[config.mk]
export PLATFORM = sky130hd
export DESIGN_NAME = slave_port
export DESIGN_NICKNAME = d
export VERILOG_FILES = /design/src/rtl/slave_port.sv
export SDC_FILE = /design/constraint.sdc
export NUM_CORES = 1
export LEC_CHECK = 0
export ABC_AREA = 1
export CAP_MARGIN = 15
export CORE_ASPECT_RATIO = 0.8
export CORE_UTILIZATION = 40
export CTS_CLUSTER_DIAMETER = 120
export DETAILED_ROUTE_END_ITERATION = 7
export PLACE_DENSITY = 0.71
export SLEW_MARGIN = 15
export SYNTH_ARGS = -nofsm -noshare
export SYNTH_HDL_FRONTEND = slang
export SYNTH_SLANG_ARGS = --single-unit
[constraint.sdc]
create_clock -name clk -period 3.9 [get_ports clk]
set_input_delay 0.78 -clock clk [delete_from_list [all_inputs] [get_ports clk]]
set_output_delay 0.78 -clock clk [all_outputs]
set_load 0.005 [all_outputs]
[src/rtl/slave_port.sv]
// Serial bus slave endpoint: 16-bit address + mode (+8 write bits) in, one parallel memory access, 8 read bits out.
// Write strobe 1 cycle after last data bit, read strobe 1 cycle after last address bit; stalls on master_valid/master_ready, split on slow reads.
module slave_port #(
    parameter int ADDR_W       = 12,
    parameter bit SPLIT_EN     = 1'b1,
    parameter int SPLIT_CYCLES = 8
) (
    input  logic              clk,
    input  logic              rstn,
    input  logic              select,
    input  logic              mode,
    input  logic              wr_bus,
    input  logic              master_valid,
    output logic              slave_ready,
    output logic              rd_bus,
    output logic              slave_valid,
    input  logic              master_ready,
    output logic              split,
    output logic [ADDR_W-1:0] mem_addr,
    output logic [7:0]        mem_wr_data,
    output logic              mem_wr_en,
    output logic              mem_rd_en,
    input  logic [7:0]        mem_rd_data,
    input  logic              mem_rd_valid
);

    localparam int WCNT_W = $clog2(SPLIT_CYCLES + 1);
    localparam logic [WCNT_W-1:0] WAIT_MAX = WCNT_W'(SPLIT_CYCLES);
    localparam logic [WCNT_W-1:0] WAIT_SET = WCNT_W'(SPLIT_CYCLES - 1);

    typedef enum logic [2:0] {
        IDLE, ADDR, WDATA, WRITE, RD_REQ, RD_WAIT, RDATA
    } state_t;

    state_t             state;
    state_t             state_nxt;
    logic [3:0]         bit_cnt;
    logic [ADDR_W-1:0]  addr_sr;
    logic [7:0]         wdata_sr;
    logic [7:0]         rdata_sr;
    logic [WCNT_W-1:0]  wait_cnt;
    logic               split_q;
    logic               in_hs;
    logic               out_hs;

    assign in_hs  = master_valid & slave_ready;
    assign out_hs = slave_valid & master_ready;

    always_ff @(posedge clk or negedge rstn) begin
        if (!rstn) begin
            state <= IDLE;
        end else begin
            state <= state_nxt;
        end
    end

    always_comb begin
        state_nxt = state;
        case (state)
            IDLE:    if (in_hs) state_nxt = ADDR;
            ADDR: begin
                if (!select)                          state_nxt = IDLE;
                else if (in_hs && bit_cnt == 4'd15)   state_nxt = mode ? WDATA : RD_REQ;
            end
            WDATA: begin
                if (!select)                          state_nxt = IDLE;
                else if (in_hs && bit_cnt == 4'd7)    state_nxt = WRITE;
            end
            WRITE:   state_nxt = IDLE;
            RD_REQ:  state_nxt = RD_WAIT;
            RD_WAIT: if (mem_rd_valid) state_nxt = RDATA;
            RDATA:   if (out_hs && bit_cnt == 4'd7) state_nxt = IDLE;
            default: state_nxt = IDLE;
        endcase
    end

    always_comb begin
        slave_ready = 1'b0;
        slave_valid = 1'b0;
        mem_wr_en   = 1'b0;
        mem_rd_en   = 1'b0;
        case (state)
            IDLE, ADDR, WDATA: slave_ready = select;
            WRITE:             mem_wr_en   = 1'b1;
            RD_REQ:            mem_rd_en   = 1'b1;
            RDATA:             slave_valid = 1'b1;
            default: ;
        endcase
        rd_bus = slave_valid & rdata_sr[7];
    end

    // Only the low ADDR_W address bits are kept: after 16 shifts they hold exactly the bits memory needs.
    always_ff @(posedge clk or negedge rstn) begin
        if (!rstn) begin
            bit_cnt  <= '0;
            addr_sr  <= '0;
            wdata_sr <= '0;
            rdata_sr <= '0;
            wait_cnt <= '0;
            split_q  <= 1'b0;
        end else begin
            case (state)
                IDLE: begin
                    if (in_hs) begin
                        addr_sr <= (addr_sr << 1) | ADDR_W'(wr_bus);
                        bit_cnt <= 4'd1;
                    end
                end
                ADDR: begin
                    if (!select) begin
                        bit_cnt <= '0;
                    end else if (in_hs) begin
                        addr_sr <= (addr_sr << 1) | ADDR_W'(wr_bus);
                        bit_cnt <= bit_cnt + 4'd1;
                    end
                end
                WDATA: begin
                    if (!select) begin
                        bit_cnt <= '0;
                    end else if (in_hs) begin
                        wdata_sr <= {wdata_sr[6:0], wr_bus};
                        bit_cnt  <= (bit_cnt == 4'd7) ? 4'd0 : bit_cnt + 4'd1;
                    end
                end
                RD_REQ: wait_cnt <= '0;
                RD_WAIT: begin
                    if (mem_rd_valid) begin
                        rdata_sr <= mem_rd_data;
                        split_q  <= 1'b0;
                    end else begin
                        if (wait_cnt < WAIT_MAX) wait_cnt <= wait_cnt + WCNT_W'(1);
                        if (SPLIT_EN && wait_cnt == WAIT_SET) split_q <= 1'b1;
                    end
                end
                RDATA: begin
                    if (out_hs) begin
                        rdata_sr <= {rdata_sr[6:0], 1'b0};
                        bit_cnt  <= (bit_cnt == 4'd7) ? 4'd0 : bit_cnt + 4'd1;
                    end
                end
                default: ;
            endcase
        end
    end

    assign split       = split_q;
    assign mem_addr    = addr_sr;
    assign mem_wr_data = wdata_sr;

endmodule

==> results of run 1 <==
## stage by stage
stage | utilization, % | setup slack, ns | instances | cell area [µm²] | hold slack (ns)
floorplan | - | 2.07 | 242 | 2090 | 0.454
global placement | 50.2 | 0.909 | 338 | 2510 | 0.474
detailed placement | 50.2 | 0.897 | 338 | 2510 | 0.504
CTS | 52.4 | 0.887 | 346 | 2630 | 0.523
global route | 52.4 | 0.824 | 346 | 2630 | 0.554
finish | 52.4 | 0.894 | 346 | 2630 | 0.515
## sequential cells by signal, indices dropped and copies added (netlist names)
signal	flops
split	1
state	3
rdata_sr	8
wait_cnt	4
mem_addr	12
bit_cnt	4
mem_wr_data	8
## final timing paths
check / endpoint / cells after the start
setup / recovery: slave_ready / 6
hold / removal: wait_cnt[0] / 1
setup reg to reg: mem_addr[1] / 3
hold reg to reg: wait_cnt[0] / 1
max in group asynchronous: bit_cnt[3] / 1
min in group asynchronous: wait_cnt[2] / 1
## cell usage after synthesis
cell,n
o211ai_2,1
buf_6,3
mux2_2,2
nand2_2,3
buf_4,2
a21oi_2,1
a21oi_1,11
dfrtp_1,40
nor2_8,1
nor2_2,1
inv_2,4
nor2_1,23
nand3_2,1
nand2_4,1
o21ai_4,1
nand3_1,15
nor2_4,3
o211ai_1,8
o21ai_2,2
xor2_1,1
o21bai_1,2
xnor2_1,1
o21ai_0,17
buf_2,2
nand2_1,55
nor3_1,2
mux2_4,4
o31ai_1,3
inv_1,26
ha_1,2
o21ai_1,3
and3_1,1
## cell families after synthesis
logic type | count (synthesis) | share of synthesized area (%)
AOI/OAI and AO/OA | 49 | 14.7
xor gates and xnor gates | 2 | 0.838
adders and majority gates | 2 | 1.20
buffers and inverters | 37 | 8.20
DFF | 40 | 47.9
muxes | 6 | 3.95
and+or+nand+nor | 106 | 23.2
## power groups by stage
stage / combinational [mW] / sequential (mW) / clock [mW]
floorplan: 0.455 / 0.669 / 0
global placement: 0.693 / 0.704 / 0
detailed placement: 0.707 / 0.707 / 0
CTS: 0.711 / 0.701 / 0.350
global route: 0.796 / 0.725 / 0.366
finish: 0.704 / 0.704 / 0.342
## routing by layer
layer | GRT usage [%] | up-vias | part of all wire [%]
li1 | - | 868 | -
met1 | 22.9 | 764 | 48
met2 | 23.5 | 55 | 43
met3 | 4.09 | 8 | 7.1
met4 | 6.47 | 0 | 1.6
met5 | 0 | - | 0
## critical path, stage by stage
cell	delay, ns
clkdlybuf4s50_1	0.57
inv_1	0.11
nor2_4	0.12
nand2_1	0.10
inv_1	0.06
clkdlybuf4s50_1	0.48
## area by class of cell
class | count | area [µm²] | area share [%]
inverters | 30 | 113 | 4.29
repair buffers | 41 | 405 | 15.4
clock buffers | 5 | 68.8 | 2.62
clock inverters | 3 | 42.5 | 1.62
multi-input cells | 165 | 917 | 34.9
flip-flops and latches | 40 | 1000 | 38.1
well taps | 62 | 77.6 | 2.96
==> run summary, run 1 <==
Status - completed
Rows - 23
Crit Reg-Reg Startpoint - state[2]
Gr usage total - 16.1%
CP max FO - 6
Synth area leaders - dfrtp_1 48%, nand2_1 9.9%, inv_1 4.7%, nor2_1 4.1%, o21ai_0 4.1%
Clock Path Buffers - 2
#FFs+latches synth - 40
Internal - 1.11 mW
First-pass DRT Iterations - 5
Fraction of power spent switching nets - 36.7%
Fmax - 0.333 GHz
CTS H-Tree Depth - 2
Antenna violations before repair - 0
Chip width - 82.8 µm
Synth top area share - 47.9%
MaxCap Viol Count - 0
RSZ-0062 raised after global routing - no
Sw power - 0.642 mW
Power per cell area - 667 nW/µm²
Setup TNS - 0 ns
Seq/Total Area, Yosys - 47.9%
Via count - 1695
CP startpoint - select
Fillers - 486
Die Height - 66.6 µm
Largest area contributor in the synthesized netlist - dfrtp_1
Slew Viols, Final - 0
Synth Instances - 242
I/O pin count - 42
Cts bufs inserted - 5
Syn Nets - 260
Final Setup Violations - 0
Final hold viol count - 0
Clk root buf - clkbuf_8
CTS sink cnt - 40
WS Path Type - in -> out
Most frequent cells in the layout - 55 x nand2_1, 40 x dfrtp_1, 40 x clkdlybuf4s50_1, 26 x inv_1, 23 x nor2_1
Final Skew - 0.00384 ns
Yosys warning count - 0
CTS tree - built
Routed WL - 4230 µm
Cts hold-fix bufs - 0
Clock Power Share - 19.6%
Fin crit period - 3.01 ns
Hold Path Origin - wait_cnt[0]
Mean post-synth cell area - 8.63 µm²
Fin crit share - 77.1%
CP Data Required Time - 3.12 ns
Total Power - 1.75 mW
DRT iter0 DRCs - 134
CP Launch Type - input port
Die ar. - 5520 µm²
First-pass GRT wire length - 6940 µm
Drc violations - 0
Slew headroom - 41.5%
Number of global-route vias before repair - 1445
CP Capture Type - primary output
Worst-path clk slew - 0.08 ns
Initial Utilization - 41.7%
Antenna-violating nets left - 0
Share of post-route cells with drive strength above 1 - 12.0%
Comb power frac - 40.2%
Gpl congestion - 0.854
Leakage - 1.26 nW
Core ar. - 5010 µm²
Largest net degree at the start of global routing - 41
Yosys cell types - 32
Vias/cell - 4.90
CP Data Arrival Time - 2.23 ns
Grt ovf - 0
Wirelength per Cell - 12.2 µm
Worst VDD drop - 261 µV
Min-Delay Path Class - reg -> reg
Dpl hpwl - 3070 µm
Layout area overhead - 25.6%
Clk_lat worst skew - 0.30 ns
Slew @ Worst Pin - 0.877 ns
Cts repair resizes - 0
Commonest non-fill, non-tap cell in the layout - nand2_1
Buffers on Ports - 41
Register-to-register setup slack - 2.03 ns
Sequential share of power - 40.2%
Post-CTS setup buffers - 0
Nets@finish - 301
ANT cells - 0
Synthesized area - 2090 µm²
(Power assumes the default switching activity.)
==> run 2: changes to the inputs <==
--- a/config.mk
+++ b/config.mk
@@ -11,7 +11,7 @@
 export CORE_UTILIZATION = 40
 export CTS_CLUSTER_DIAMETER = 120
 export DETAILED_ROUTE_END_ITERATION = 7
-export PLACE_DENSITY = 0.71
+export PLACE_DENSITY = 0.73
 export SLEW_MARGIN = 15
 export SYNTH_ARGS = -nofsm -noshare
 export SYNTH_HDL_FRONTEND = slang
==> constraint.sdc (replaced) <==
create_clock -name clk -period 2.62 [get_ports clk]
set_input_delay 0.524 -clock clk [delete_from_list [all_inputs] [get_ports clk]]
set_output_delay 0.524 -clock clk [all_outputs]
set_load 0.005 [all_outputs]
==> run 2 against run 1 <==
Die area did not move. Non-clock buffer count rose by 3. First-iteration DRC count fell by 37%. Global-route usage fell by 0.25 points. Highest routed layer unchanged. Setup slack got worse by 0.73 ns. Combinational power rose by 51%. Power rose by 53%.
==> run summary, run 2 (synthesized netlist as in run 1, its figures left out) <==
Status - completed
CTS sink cnt - 40
Slew headroom - 41.9%
CP startpoint - state[2]
RSZ-0062 raised after global routing - no
Final worst slack - 0.165 ns
Most frequent cells in the layout - 55 x nand2_1, 40 x dfrtp_1, 40 x clkdlybuf4s50_1, 26 x inv_1, 23 x nor2_1
Fin area - 2670 µm²
CTS H-Tree Depth - 2
Antenna-violating nets left - 0
Finished Core Util - 53.2%
WS Path Type - reg -> out
Min-Delay Path Class - in -> async
Met3 GRT Util - 4.96%
Clock Path Buffers - 2
CP Data Required Time - 2.10 ns
Grt ovf - 0
Nets@finish - 304
CTS tree - built
Largest net degree at the start of global routing - 41
Buffers on Ports - 41
Fmax - 0.407 GHz
Chip width - 82.8 µm
GRT Max-Usage Layer - met2
Final hold viol count - 0
Gr usage total - 15.9%
Fin crit period - 2.45 ns
First-pass DRT Iterations - 4
Core ar. - 5010 µm²
Gpl congestion - 0.943
Worst-path clk slew - 0.07 ns
CP max FO - 12
CP Data Arrival Time - 1.93 ns
Via count - 1686
Drc violations - 0
Power per cell area - 1000 nW/µm²
Clk_lat worst skew - 0.28 ns
Final Skew - 0.00165 ns
Die ar. - 5520 µm²
Worst VDD drop - 502 µV
Cts repair resizes - 0
Max FFs per register - 12
Slew Viols, Final - 0
Antenna violations before repair - 0
I/O pin count - 42
Die Height - 66.6 µm
Slew @ Worst Pin - 0.871 ns
ANT cells - 0
Rows - 23
Post-CTS setup buffers - 0
Final Setup Violations - 0
Met2 usage - 23.0%
MaxCap Viol Count - 0
Max incr delay on CP - 0.67 ns
Placement Setup Slack - 0.264 ns
Wirelength per Cell - 11.7 µm
DRT iter0 DRCs - 85
Met1 usage - 22.7%
Crit path max-delay cell type - dfrtp_1
Leakage - 1.29 nW
Routed WL - 4080 µm
Initial Utilization - 41.7%
Cts bufs inserted - 5
Clk root buf - clkbuf_8
Cts hold-fix bufs - 0
Inst Count DP - 341
Share of post-route cells with drive strength above 1 - 12.6%
CP Launch Type - flip-flop
Layout area overhead - 27.5%
Fin crit share - 93.7%
Crit Reg-Reg Startpoint - state[0]
Number of global-route vias before repair - 1491
Dpl hpwl - 2980 µm
First-pass GRT wire length - 6940 µm
Commonest non-fill, non-tap cell in the layout - nand2_1
CP Capture Type - primary output
Post-DP Area - 2540 µm²
Critical-path cell list - nand2_2, nor2_1, clkdlybuf4s50_1
Setup TNS - 0 ns
Fin Hold WS - 0.349 ns
Total Power - 2.67 mW
Finished Layout Cells - 348
Vias/cell - 4.84
## run 2: cell count changes in the layout (fill, tap and decap cells not counted), sizes merged
cell,previous run,this run
clkinvlp,1,0
clkinv,1,0
buf,1,4
bufinv,1,2
## run 2: area by class of cell
class | instances | area (µm²)
Tap cell | 62 | 77.6
Timing Repair Buffer | 44 | 428
Multi-Input combinational cell | 165 | 917
Sequential cell | 40 | 1000
Clock inverter | 2 | 60.1
Inverter | 30 | 113
Fill cell | 476 | 2340
Clock buffer | 5 | 68.8
## run 2: where the power goes
part / switching [mW] / internal [mW] / total (mW)
combinational: 0.530 / 0.525 / 1.06
sequential: 0.187 / 0.849 / 1.04
clock: 0.208 / 0.375 / 0.583
total: 0.926 / 1.75 / 2.67
## run 2: critical path, delay by kind of cell, from the launching register on
| kind | cells | cell delay [ns] |
|---|---|---|
| flops | 1 | 0.67 |
| simple gates | 2 | 0.43 |
| buf+inv | 1 | 0.54 |
## run 2: metal layers
| layer | wire length [µm] | part of all wire [%] | vias to the layer above |
|---|---|---|---|
| met5 | 0 | 0 | - |
| li1 | - | - | 875 |
| met3 | 245 | 6.0 | 5 |
| met1 | 2100 | 52 | 763 |
| met2 | 1700 | 42 | 43 |
| met4 | 34 | 0.83 | 0 |
## run 2: path summary, 6_finish.rpt
check                                 endpoint  slack, ns  depth (start not counted)
worst max-delay path                 mem_rd_en       0.17                          3
worst min-delay path               wait_cnt[3]       0.35                          1
worst max register to register  mem_wr_data[3]       0.85                          5
worst min register to register    mem_addr[11]       0.49                          2
max in group asynchronous          rdata_sr[4]       1.72                          1
min in group clk                  mem_addr[11]       0.49                          2
